`src/rtl/bfp_block_controller_pkg.sv`:
```
// Shared constants, state encoding and helper functions for the
// block-floating-point block controller and its divider.
package bfp_block_controller_pkg;

    localparam int DATA_W     = 32;
    localparam int SF_W       = 12;
    localparam int BLOCK_SIZE = 1024;
    localparam int MAX_Q      = 2047;
    localparam int MAX_SF     = 4095;
    localparam int ADDR_W     = $clog2(BLOCK_SIZE);
    // Dividend is peak + (MAX_Q-1), which needs one bit more than a sample.
    localparam int DIV_W      = DATA_W + 1;

    typedef enum logic [1:0] {
        FILL  = 2'd0,
        DIV   = 2'd1,
        DRAIN = 2'd2
    } bfp_ctrl_state_t;

    // Magnitude as an unsigned DATA_W value, so the most negative sample
    // maps to 2^(DATA_W-1) instead of overflowing.
    function automatic logic [DATA_W-1:0] abs_mag(input logic [DATA_W-1:0] x);
        if (x[DATA_W-1]) begin
            abs_mag = ~x + {{(DATA_W-1){1'b0}}, 1'b1};
        end else begin
            abs_mag = x;
        end
    endfunction

    // Clamp the rounded-up quotient into the legal range [1, MAX_SF].
    function automatic logic [SF_W-1:0] sf_from_quotient(input logic [DIV_W-1:0] q);
        if (q == {DIV_W{1'b0}}) begin
            sf_from_quotient = SF_W'(1);
        end else if (q > DIV_W'(MAX_SF)) begin
            sf_from_quotient = SF_W'(MAX_SF);
        end else begin
            sf_from_quotient = q[SF_W-1:0];
        end
    endfunction

endpackage

```
`src/rtl/bfp_block_controller_seq_divider.sv`:
```
// Sequential restoring divider, one quotient bit per step.
// Ports: clk, rst_n (async active-low), start (ignored while busy),
//        dividend[N], divisor[M], busy, done (one-cycle pulse),
//        quotient[N] (registered, valid with done and held afterwards).
// Done is seen N-1 cycles after the start cycle (N cycles counting the
// start cycle itself): the start edge performs the first two steps.
module seq_divider #(
    parameter int N = 33,
    parameter int M = 12
) (
    input  logic         clk,
    input  logic         rst_n,
    input  logic         start,
    input  logic [N-1:0] dividend,
    input  logic [M-1:0] divisor,
    output logic         busy,
    output logic         done,
    output logic [N-1:0] quotient
);

    localparam int CNT_W = $clog2(N + 1);

    logic [N-1:0]     dq_r;
    logic [M-1:0]     rem_r;
    logic [M-1:0]     dvs_r;
    logic [CNT_W-1:0] cnt_r;
    logic             busy_r;
    logic             done_r;
    logic [M+N-1:0]   first_s;
    logic [M+N-1:0]   second_s;
    logic [M+N-1:0]   iter_s;

    // One restoring step: shift the next dividend bit into the remainder,
    // subtract if it fits, and shift the quotient bit into the LSB of dq.
    function automatic logic [M+N-1:0] div_step(input logic [M-1:0] rem,
                                                input logic [N-1:0] dq,
                                                input logic [M-1:0] dvs);
        logic [M:0] trial;
        logic [M:0] diff;
        logic       qbit;
        trial = {rem, dq[N-1]};
        if (trial >= {1'b0, dvs}) begin
            diff = trial - {1'b0, dvs};
            qbit = 1'b1;
        end else begin
            diff = trial;
            qbit = 1'b0;
        end
        div_step = {diff[M-1:0], dq[N-2:0], qbit};
    endfunction

    // Step values for the start edge (two steps) and for each busy edge.
    always_comb begin
        first_s  = div_step({M{1'b0}}, dividend, divisor);
        second_s = div_step(first_s[M+N-1:N], first_s[N-1:0], divisor);
        iter_s   = div_step(rem_r, dq_r, dvs_r);
    end

    // Divider state: load on start, iterate while busy, pulse done at the end.
    always_ff @(posedge clk or negedge rst_n) begin
        if (!rst_n) begin
            dq_r   <= {N{1'b0}};
            rem_r  <= {M{1'b0}};
            dvs_r  <= {M{1'b0}};
            cnt_r  <= {CNT_W{1'b0}};
            busy_r <= 1'b0;
            done_r <= 1'b0;
        end else if (start && !busy_r) begin
            rem_r  <= second_s[M+N-1:N];
            dq_r   <= second_s[N-1:0];
            dvs_r  <= divisor;
            cnt_r  <= CNT_W'(N - 2);
            busy_r <= 1'b1;
            done_r <= 1'b0;
        end else if (busy_r) begin
            rem_r <= iter_s[M+N-1:N];
            dq_r  <= iter_s[N-1:0];
            cnt_r <= cnt_r - CNT_W'(1);
            if (cnt_r == CNT_W'(1)) begin
                busy_r <= 1'b0;
                done_r <= 1'b1;
            end else begin
                done_r <= 1'b0;
            end
        end else begin
            done_r <= 1'b0;
        end
    end

    assign busy     = busy_r;
    assign done     = done_r;
    assign quotient = dq_r;

endmodule

```
`src/rtl/bfp_block_controller.sv`:
```
// Block-floating-point block controller: FILL writes a block into an external
// RAM while tracking peak magnitude, DIV computes sf = ceil(peak/MAX_Q)
// clamped to [1, MAX_SF], DRAIN reads the block out to the quantiser.
// Ports: clk, rst_n; input stream in_valid/in_ready/in_data; RAM write port
//        buf_wr_en/addr/data; RAM read port buf_rd_en/addr (1-cycle latency);
//        dn_ready credit; q_valid/q_first/q_last qualify RAM output data;
//        sf/sf_valid scaling factor; block_done pulse with the last sample.
module bfp_block_controller
    import bfp_block_controller_pkg::*;
(
    input  logic                     clk,
    input  logic                     rst_n,
    input  logic                     in_valid,
    output logic                     in_ready,
    input  logic signed [DATA_W-1:0] in_data,
    output logic                     buf_wr_en,
    output logic [ADDR_W-1:0]        buf_wr_addr,
    output logic [DATA_W-1:0]        buf_wr_data,
    output logic                     buf_rd_en,
    output logic [ADDR_W-1:0]        buf_rd_addr,
    input  logic                     dn_ready,
    output logic                     q_valid,
    output logic                     q_first,
    output logic                     q_last,
    output logic [SF_W-1:0]          sf,
    output logic                     sf_valid,
    output logic                     block_done
);

    localparam logic [ADDR_W-1:0] LAST_ADDR = ADDR_W'(BLOCK_SIZE - 1);

    bfp_ctrl_state_t   state_r;
    bfp_ctrl_state_t   next_state_s;
    logic [ADDR_W-1:0] wr_cnt_r;
    logic [ADDR_W-1:0] rd_cnt_r;
    logic [DATA_W-1:0] peak_r;
    logic [DATA_W-1:0] mag_s;
    logic [SF_W-1:0]   sf_r;
    logic              sf_valid_r;
    logic              in_ready_r;
    logic              rd_done_r;
    logic              q_valid_r;
    logic              q_first_r;
    logic              q_last_r;
    logic              block_done_r;
    logic              accept_s;
    logic              wr_last_s;
    logic              rd_en_s;
    logic              drain_end_s;
    logic              div_start_s;
    logic              div_busy_s;
    logic              div_done_s;
    logic [DIV_W-1:0]  dividend_s;
    logic [DIV_W-1:0]  quotient_s;

    assign accept_s    = in_valid & in_ready_r;
    assign wr_last_s   = accept_s && (wr_cnt_r == LAST_ADDR);
    // rd_done_r blocks further reads once the last address has been issued.
    assign rd_en_s     = (state_r == DRAIN) && dn_ready && !rd_done_r;
    assign drain_end_s = (state_r == DRAIN) && q_valid_r && q_last_r;
    // Start once on DIV entry; done is a single pulse, so it also guards
    // against a second start in the cycle the result arrives.
    assign div_start_s = (state_r == DIV) && !div_busy_s && !div_done_s;
    assign mag_s       = abs_mag(in_data);
    // Adding MAX_Q-1 before a truncating divide gives the ceiling.
    assign dividend_s  = {1'b0, peak_r} + DIV_W'(MAX_Q - 1);

    seq_divider #(
        .N (DIV_W),
        .M (SF_W)
    ) u_div (
        .clk      (clk),
        .rst_n    (rst_n),
        .start    (div_start_s),
        .dividend (dividend_s),
        .divisor  (SF_W'(MAX_Q)),
        .busy     (div_busy_s),
        .done     (div_done_s),
        .quotient (quotient_s)
    );

    // Phase sequencing.
    always_comb begin
        next_state_s = state_r;
        case (state_r)
            FILL: begin
                if (wr_last_s) begin
                    next_state_s = DIV;
                end else begin
                    next_state_s = FILL;
                end
            end
            DIV: begin
                if (div_done_s) begin
                    next_state_s = DRAIN;
                end else begin
                    next_state_s = DIV;
                end
            end
            DRAIN: begin
                if (drain_end_s) begin
                    next_state_s = FILL;
                end else begin
                    next_state_s = DRAIN;
                end
            end
            default: next_state_s = FILL;
        endcase
    end

    // State, counters, peak and scaling factor.
    always_ff @(posedge clk or negedge rst_n) begin
        if (!rst_n) begin
            state_r    <= FILL;
            in_ready_r <= 1'b0;
            wr_cnt_r   <= {ADDR_W{1'b0}};
            rd_cnt_r   <= {ADDR_W{1'b0}};
            rd_done_r  <= 1'b0;
            peak_r     <= {DATA_W{1'b0}};
            sf_r       <= {SF_W{1'b0}};
            sf_valid_r <= 1'b0;
        end else begin
            state_r <= next_state_s;
            // Registered so it stays low during reset and rises one cycle later.
            in_ready_r <= (next_state_s == FILL);
            if (accept_s) begin
                wr_cnt_r <= wr_cnt_r + ADDR_W'(1);
            end
            if (drain_end_s) begin
                peak_r <= {DATA_W{1'b0}};
            end else if (accept_s && (mag_s > peak_r)) begin
                peak_r <= mag_s;
            end
            if (rd_en_s) begin
                rd_cnt_r <= rd_cnt_r + ADDR_W'(1);
            end
            if (drain_end_s) begin
                rd_done_r <= 1'b0;
            end else if (rd_en_s && (rd_cnt_r == LAST_ADDR)) begin
                rd_done_r <= 1'b1;
            end
            // sf is kept after the drain until the next block overwrites it.
            if ((state_r == DIV) && div_done_s) begin
                sf_r       <= sf_from_quotient(quotient_s);
                sf_valid_r <= 1'b1;
            end else if (drain_end_s) begin
                sf_valid_r <= 1'b0;
            end
        end
    end

    // Output qualifiers aligned with the RAM's one-cycle read latency.
    always_ff @(posedge clk or negedge rst_n) begin
        if (!rst_n) begin
            q_valid_r    <= 1'b0;
            q_first_r    <= 1'b0;
            q_last_r     <= 1'b0;
            block_done_r <= 1'b0;
        end else begin
            q_valid_r    <= rd_en_s;
            q_first_r    <= rd_en_s && (rd_cnt_r == {ADDR_W{1'b0}});
            q_last_r     <= rd_en_s && (rd_cnt_r == LAST_ADDR);
            block_done_r <= rd_en_s && (rd_cnt_r == LAST_ADDR);
        end
    end

    assign in_ready    = in_ready_r;
    assign buf_wr_en   = accept_s;
    assign buf_wr_addr = wr_cnt_r;
    assign buf_wr_data = accept_s ? in_data : {DATA_W{1'b0}};
    assign buf_rd_en   = rd_en_s;
    assign buf_rd_addr = rd_cnt_r;
    assign q_valid     = q_valid_r;
    assign q_first     = q_first_r;
    assign q_last      = q_last_r;
    assign sf          = sf_r;
    assign sf_valid    = sf_valid_r;
    assign block_done  = block_done_r;

endmodule

```
`config.mk`:
```
export PLATFORM = sky130hd
export DESIGN_NAME = bfp_block_controller
export DESIGN_NICKNAME = d
export VERILOG_FILES = /design/src/rtl/bfp_block_controller_pkg.sv /design/src/rtl/bfp_block_controller_seq_divider.sv /design/src/rtl/bfp_block_controller.sv
export SDC_FILE = /design/constraint.sdc
export NUM_CORES = 1
export LEC_CHECK = 0
export BUFFER_PORTS_ARGS = -buffer_cell sky130_fd_sc_hd__buf_2
export CORE_MARGIN = 2
export CORE_UTILIZATION = 53
export CTS_BUF_LIST = sky130_fd_sc_hd__clkbuf_16
export CTS_CLUSTER_DIAMETER = 150
export DETAILED_ROUTE_END_ITERATION = 12
export PLACE_DENSITY = 0.83
export SETUP_SLACK_MARGIN = 0.2
export SLEW_MARGIN = 0
export SYNTH_ARGS = -nofsm -noshare
export SYNTH_HDL_FRONTEND = slang
export SYNTH_SLANG_ARGS = --single-unit
```
`constraint.sdc`:
```
create_clock -name clk -period 2.4 [get_ports clk]
set_input_delay 0.12 -clock clk [delete_from_list [all_inputs] [get_ports clk]]
set_output_delay 0.12 -clock clk [all_outputs]
set_load 0.01 [all_outputs]
```
==> metrics.md <==
| Metric | Value |
|---|---|
| Pin count of the biggest net entering global routing | `74` |
| Total routing usage reported by global routing | `0.318` |
| Top-area cell type share of the netlist area | `0.381` |
| Total clock buffers created by CTS | `17` |
| DRC violation total after the first TritonRoute iteration | `between 1000 and 1500` |
| Total detailed-routing wirelength | `approximately 30000 microns` |
| Final cell count without fillers | `about 1400` |
| Post-synth top cells | `sky130_fd_sc_hd__dfrtp_1 (126), sky130_fd_sc_hd__a21oi_1 (77), sky130_fd_sc_hd__nand2_1 (74), sky130_fd_sc_hd__o21ai_0 (73), sky130_fd_sc_hd__xnor2_1 (73)` |
| Number of global-route vias before repair | `~8700` |
| DRT Pass-1 Iters | `6` |
| Core Rows | `45` |
| Critical path launch point | `in_data[5]` |
| Minimum setup slack after placement | `-1.54 ns` |
| Final critical-path share of the clock period | `1.54` |
| Type of the worst setup path | `primary input to register` |
| Most area-hungry cell type in the Yosys netlist | `sky130_fd_sc_hd__dfrtp_1` |
| Last weighted congestion value of the routability-driven placer | `between 0.9 and 1` |
| Net count after synthesis | `1031` |
| Type of origin of the critical path | `primary input` |
| Min Clock Period, post-route | `3.69 ns` |
| Clock skew | `~0.0083 ns` |
| Top cells by area in the synthesized netlist | `sky130_fd_sc_hd__dfrtp_1 (38%), sky130_fd_sc_hd__xnor2_1 (7.7%), sky130_fd_sc_hd__ha_1 (7.6%)` |
| Buffers and inverters on the worst path | `5` |
| Initial standard-cell utilization of the core | `0.543` |
| CTS root buf | `sky130_fd_sc_hd__clkbuf_16` |
| Half-perimeter wire length of the detailed placement result | `about 17000 microns` |
| Vias per inst | `~6.6` |
| Synthesis warning total | `0` |
| Total clock sinks | `126` |
| Synthesized-area fraction occupied by adder cells | `0.0780` |
| Start of the worst register-to-register path | `peak_r[31]$_DFFE_PN0P_` |
| Slack of the critical path | `-1.29 ns` |
| Diodes inserted | `0` |
| Post-route DRC | `0` |
| Total power of the final layout | `around 0.0056 W` |
| P per Cell Area | `~480 mW/mm^2` |
| Syn Std Cell Area | `between 0.008 and 0.009 sq mm` |
| Post-synth cell types | `64` |
| Fmax | `around 270 MHz` |
| Biggest fanout along the worst timing path | `8` |
| Leakage power | `~5.5 nW` |
| Final hold slack | `about 0.076 ns` |
| Worst setup endpoint | `peak_r[10]$_DFFE_PN0P_` |
| Width of the chip | `129 microns` |
| Maxcap violations | `0` |
| First-pass GRT wire length | `between 40000 and 50000 microns` |
| Critical path capture point type | `register` |
| Critical Path Max Stage Delay | `0.60 ns` |
| Vias | `9383` |
| RSZ-0062 raised after global routing | `yes` |
| Syn-to-layout area delta | `40.9%` |
| Peak supply drop | `approximately 450 uV` |
| Wire per inst | `around 21 microns` |
| Actual slew at the worst max-slew pin | `between 0.6 and 0.7 ns` |
| Async set-or-reset flop fraction in the synthesized netlist | `1.00` |
| Max Buffers Root-to-Sink | `2` |
| Post-layout nets | `~1300` |
| Dominant synthesized flop cell | `sky130_fd_sc_hd__dfrtp_1` |
| Worst hold path class | `primary input to asynchronous set/reset pin` |
| ANT nets after route | `0` |
| Cell depth of the worst setup path | `16` |
| Core ar. | `around 0.015 sq mm` |
| Clock transition at the registers of the reported paths | `0.06 ns` |
| CP arrival | `slightly below 4 ns` |
| Simple logic cell fraction of the synthesized area | `0.219` |
| Sequential-to-total area share from yosys stat | `0.381` |
| Depth of the worst register-to-register path | `10` |
| Number of cells in the design after placement | `1371` |
| Count of flip-flops with a built-in enable after synthesis | `0` |
| Final slew viol count | `0` |
| Number of H-tree levels | `4` |
| Rel. slew slack | `0.576` |
| Post-synthesis compound-gate area fraction | `0.180` |
| Placed standard-cell area | `around 0.01 sq mm` |
| # port buffers | `107` |
| Clock tree from TritonCTS | `done` |
| Critical path cell sequence | `buf_2, or4_4, nand4b_1, buf_6, buf_4, o41ai_2, xnor2_1, ha_1, nand4_1, or4_4, nor3b_4, o41a_1, buf_4, buf_12, o21ai_2, a21oi_1` |
| Gate count of the mapped netlist | `roughly 940` |
| Layout cell share with drive strength beyond 1 | `0.349` |
| Dominant combinational cell family by area after synthesis | `simple AND/OR/NAND/NOR gates` |
| Portion of netlist area occupied by mux cells | `0.00725` |
| Number of hold-slack violations in the final timing report | `0` |
| Cell with the largest stage delay on the worst path | `sky130_fd_sc_hd__or4_4` |
| Run status | `finished with violations` |
| Final setup vio count | `32` |
| Chip height | `~130 microns` |
| Die Area | `~0.017 sq mm` |
| Number of top-level design ports | `approximately 110` |
| Internal reg-to-reg setup slack | `-0.41 ns` |
| Post-Synth XOR/XNOR Area | `0.0846` |
| Clk_lat worst skew | `between 0.4 and 0.5 ns` |
| Violations in the final reports | `negative setup slack` |
| Post-route cell area | `about 0.012 sq mm` |
| Library cell with the highest instance count after synthesis | `sky130_fd_sc_hd__dfrtp_1` |
| Largest delay share family, worst path | `simple AND/OR/NAND/NOR gates` |
| Total global routing overflow | `0` |
| Required time of the critical path | `roughly 2.7 ns` |
| Endpoint of the worst-slack reg-to-reg timing path | `peak_r[10]$_DFFE_PN0P_` |
| Synthesized area per cell | `8.77 sq um` |
| Yosys reg bits | `roughly 130` |
| Antenna violations before repair | `0` |
## power breakdown
part           internal (W)  total (W)  leakage (nW)  switching (W)
Clock               0.00160    0.00259         0.280       0.000982
Sequential          0.00217    0.00223          1.67      0.0000598
Combinational      0.000345   0.000746          3.56       0.000402
Total               0.00412    0.00556          5.50        0.00144
## what timing repair did
| item | 4_1_cts | 5_1_grt |
|---|---|---|
| pin swaps | 17 | 33 |
| gates resized for setup | 45 | 81 |
| hold buffers | 1 | 0 |
| buffers inserted | 13 | 13 |
| cloned | 2 | 1 |
| endpoints found under the hold margin | 126 | 0 |
| setup endpoints to repair | 51 | 59 |
## how the worst min path moves through the flow
stage                     startpoint                    endpoint  slack (ns)  cells after the start
after floorplan                rst_n        block_done$_DFF_PN0_       -0.18                      0
after global placement         rst_n           q_first$_DFF_PN0_       -0.02                      1
after detailed placement       rst_n           q_first$_DFF_PN0_       -0.02                      1
after CTS                      rst_n           q_valid$_DFF_PN0_        0.09                      2
after global routing           rst_n  buf_rd_addr[1]$_DFFE_PN0P_        0.11                      2
final                          rst_n  buf_rd_addr[1]$_DFFE_PN0P_        0.08                      2
## routing by layer
metal	track usage	vias to the layer above	wire length (microns)
met4	0.176	0	2090
met2	0.548	771	14300
li1	-	3998	-
met5	0	-	0
met1	0.380	4404	10700
met3	0.0541	210	2670
## cell families after synthesis
group,after synthesis
xor gates and xnor gates,80
and+or+nand+nor,344
muxes,6
buffers and inverters,101
adders and majority gates,51
DFF,126
AOI/OAI and AO/OA,236
## cells in the final DEF, fill, tap and decap left out, drive strengths merged, types with 3 or more instances in the layout
cell,synthesis,final
o41ai,7,7
o22a,11,11
or2,3,3
a31o,4,4
or4b,3,3
and3,46,46
or3,9,9
a31oi,4,4
dfrtp,126,126
xnor2,73,73
bufinv,0,3
o221ai,3,3
or4,10,10
clkinv,0,7
nor2b,4,4
nor3,56,56
nor4,19,19
nand2b,8,8
clkinvlp,0,3
a21o,9,9
mux2i,6,6
buf,9,297
o31ai,14,14
o21ai,73,73
xor2,7,7
nand2,74,74
nor2,37,37
a221o,11,11
a21oi,77,77
nor3b,3,3
nand3,42,42
nand4,23,23
inv,48,49
o211ai,9,9
ha,50,50
clkbuf,42,18
## registers in the layout (all words and copies together), names as in the netlist, 2 cells and up
register,flops
peak_r,32
sf,12
u_div.rem_r,12
state_r,2
u_div.quotient,33
buf_rd_addr,10
u_div.cnt_r,6
buf_wr_addr,10
## per-stage QoR
step / utilization / setup TNS, ns
finish: 0.764 / -36.13
global route: 0.764 / -38.64
floorplan: - / -34.65
CTS: 0.734 / -28.80
global placement: 0.673 / -44.61
detailed placement: 0.673 / -47.30
## area by class of cell
class                      instances  area [sq um]
clock buffer                      17           425
clock inverter                    14           154
fill                             878          3590
inverter                          48           205
multi-input combinational        717          5270
sequential                       126          3160
tap                              211           264
timing repair buffer             299          2190
Note: power is estimated with default switching activity, not from simulation.
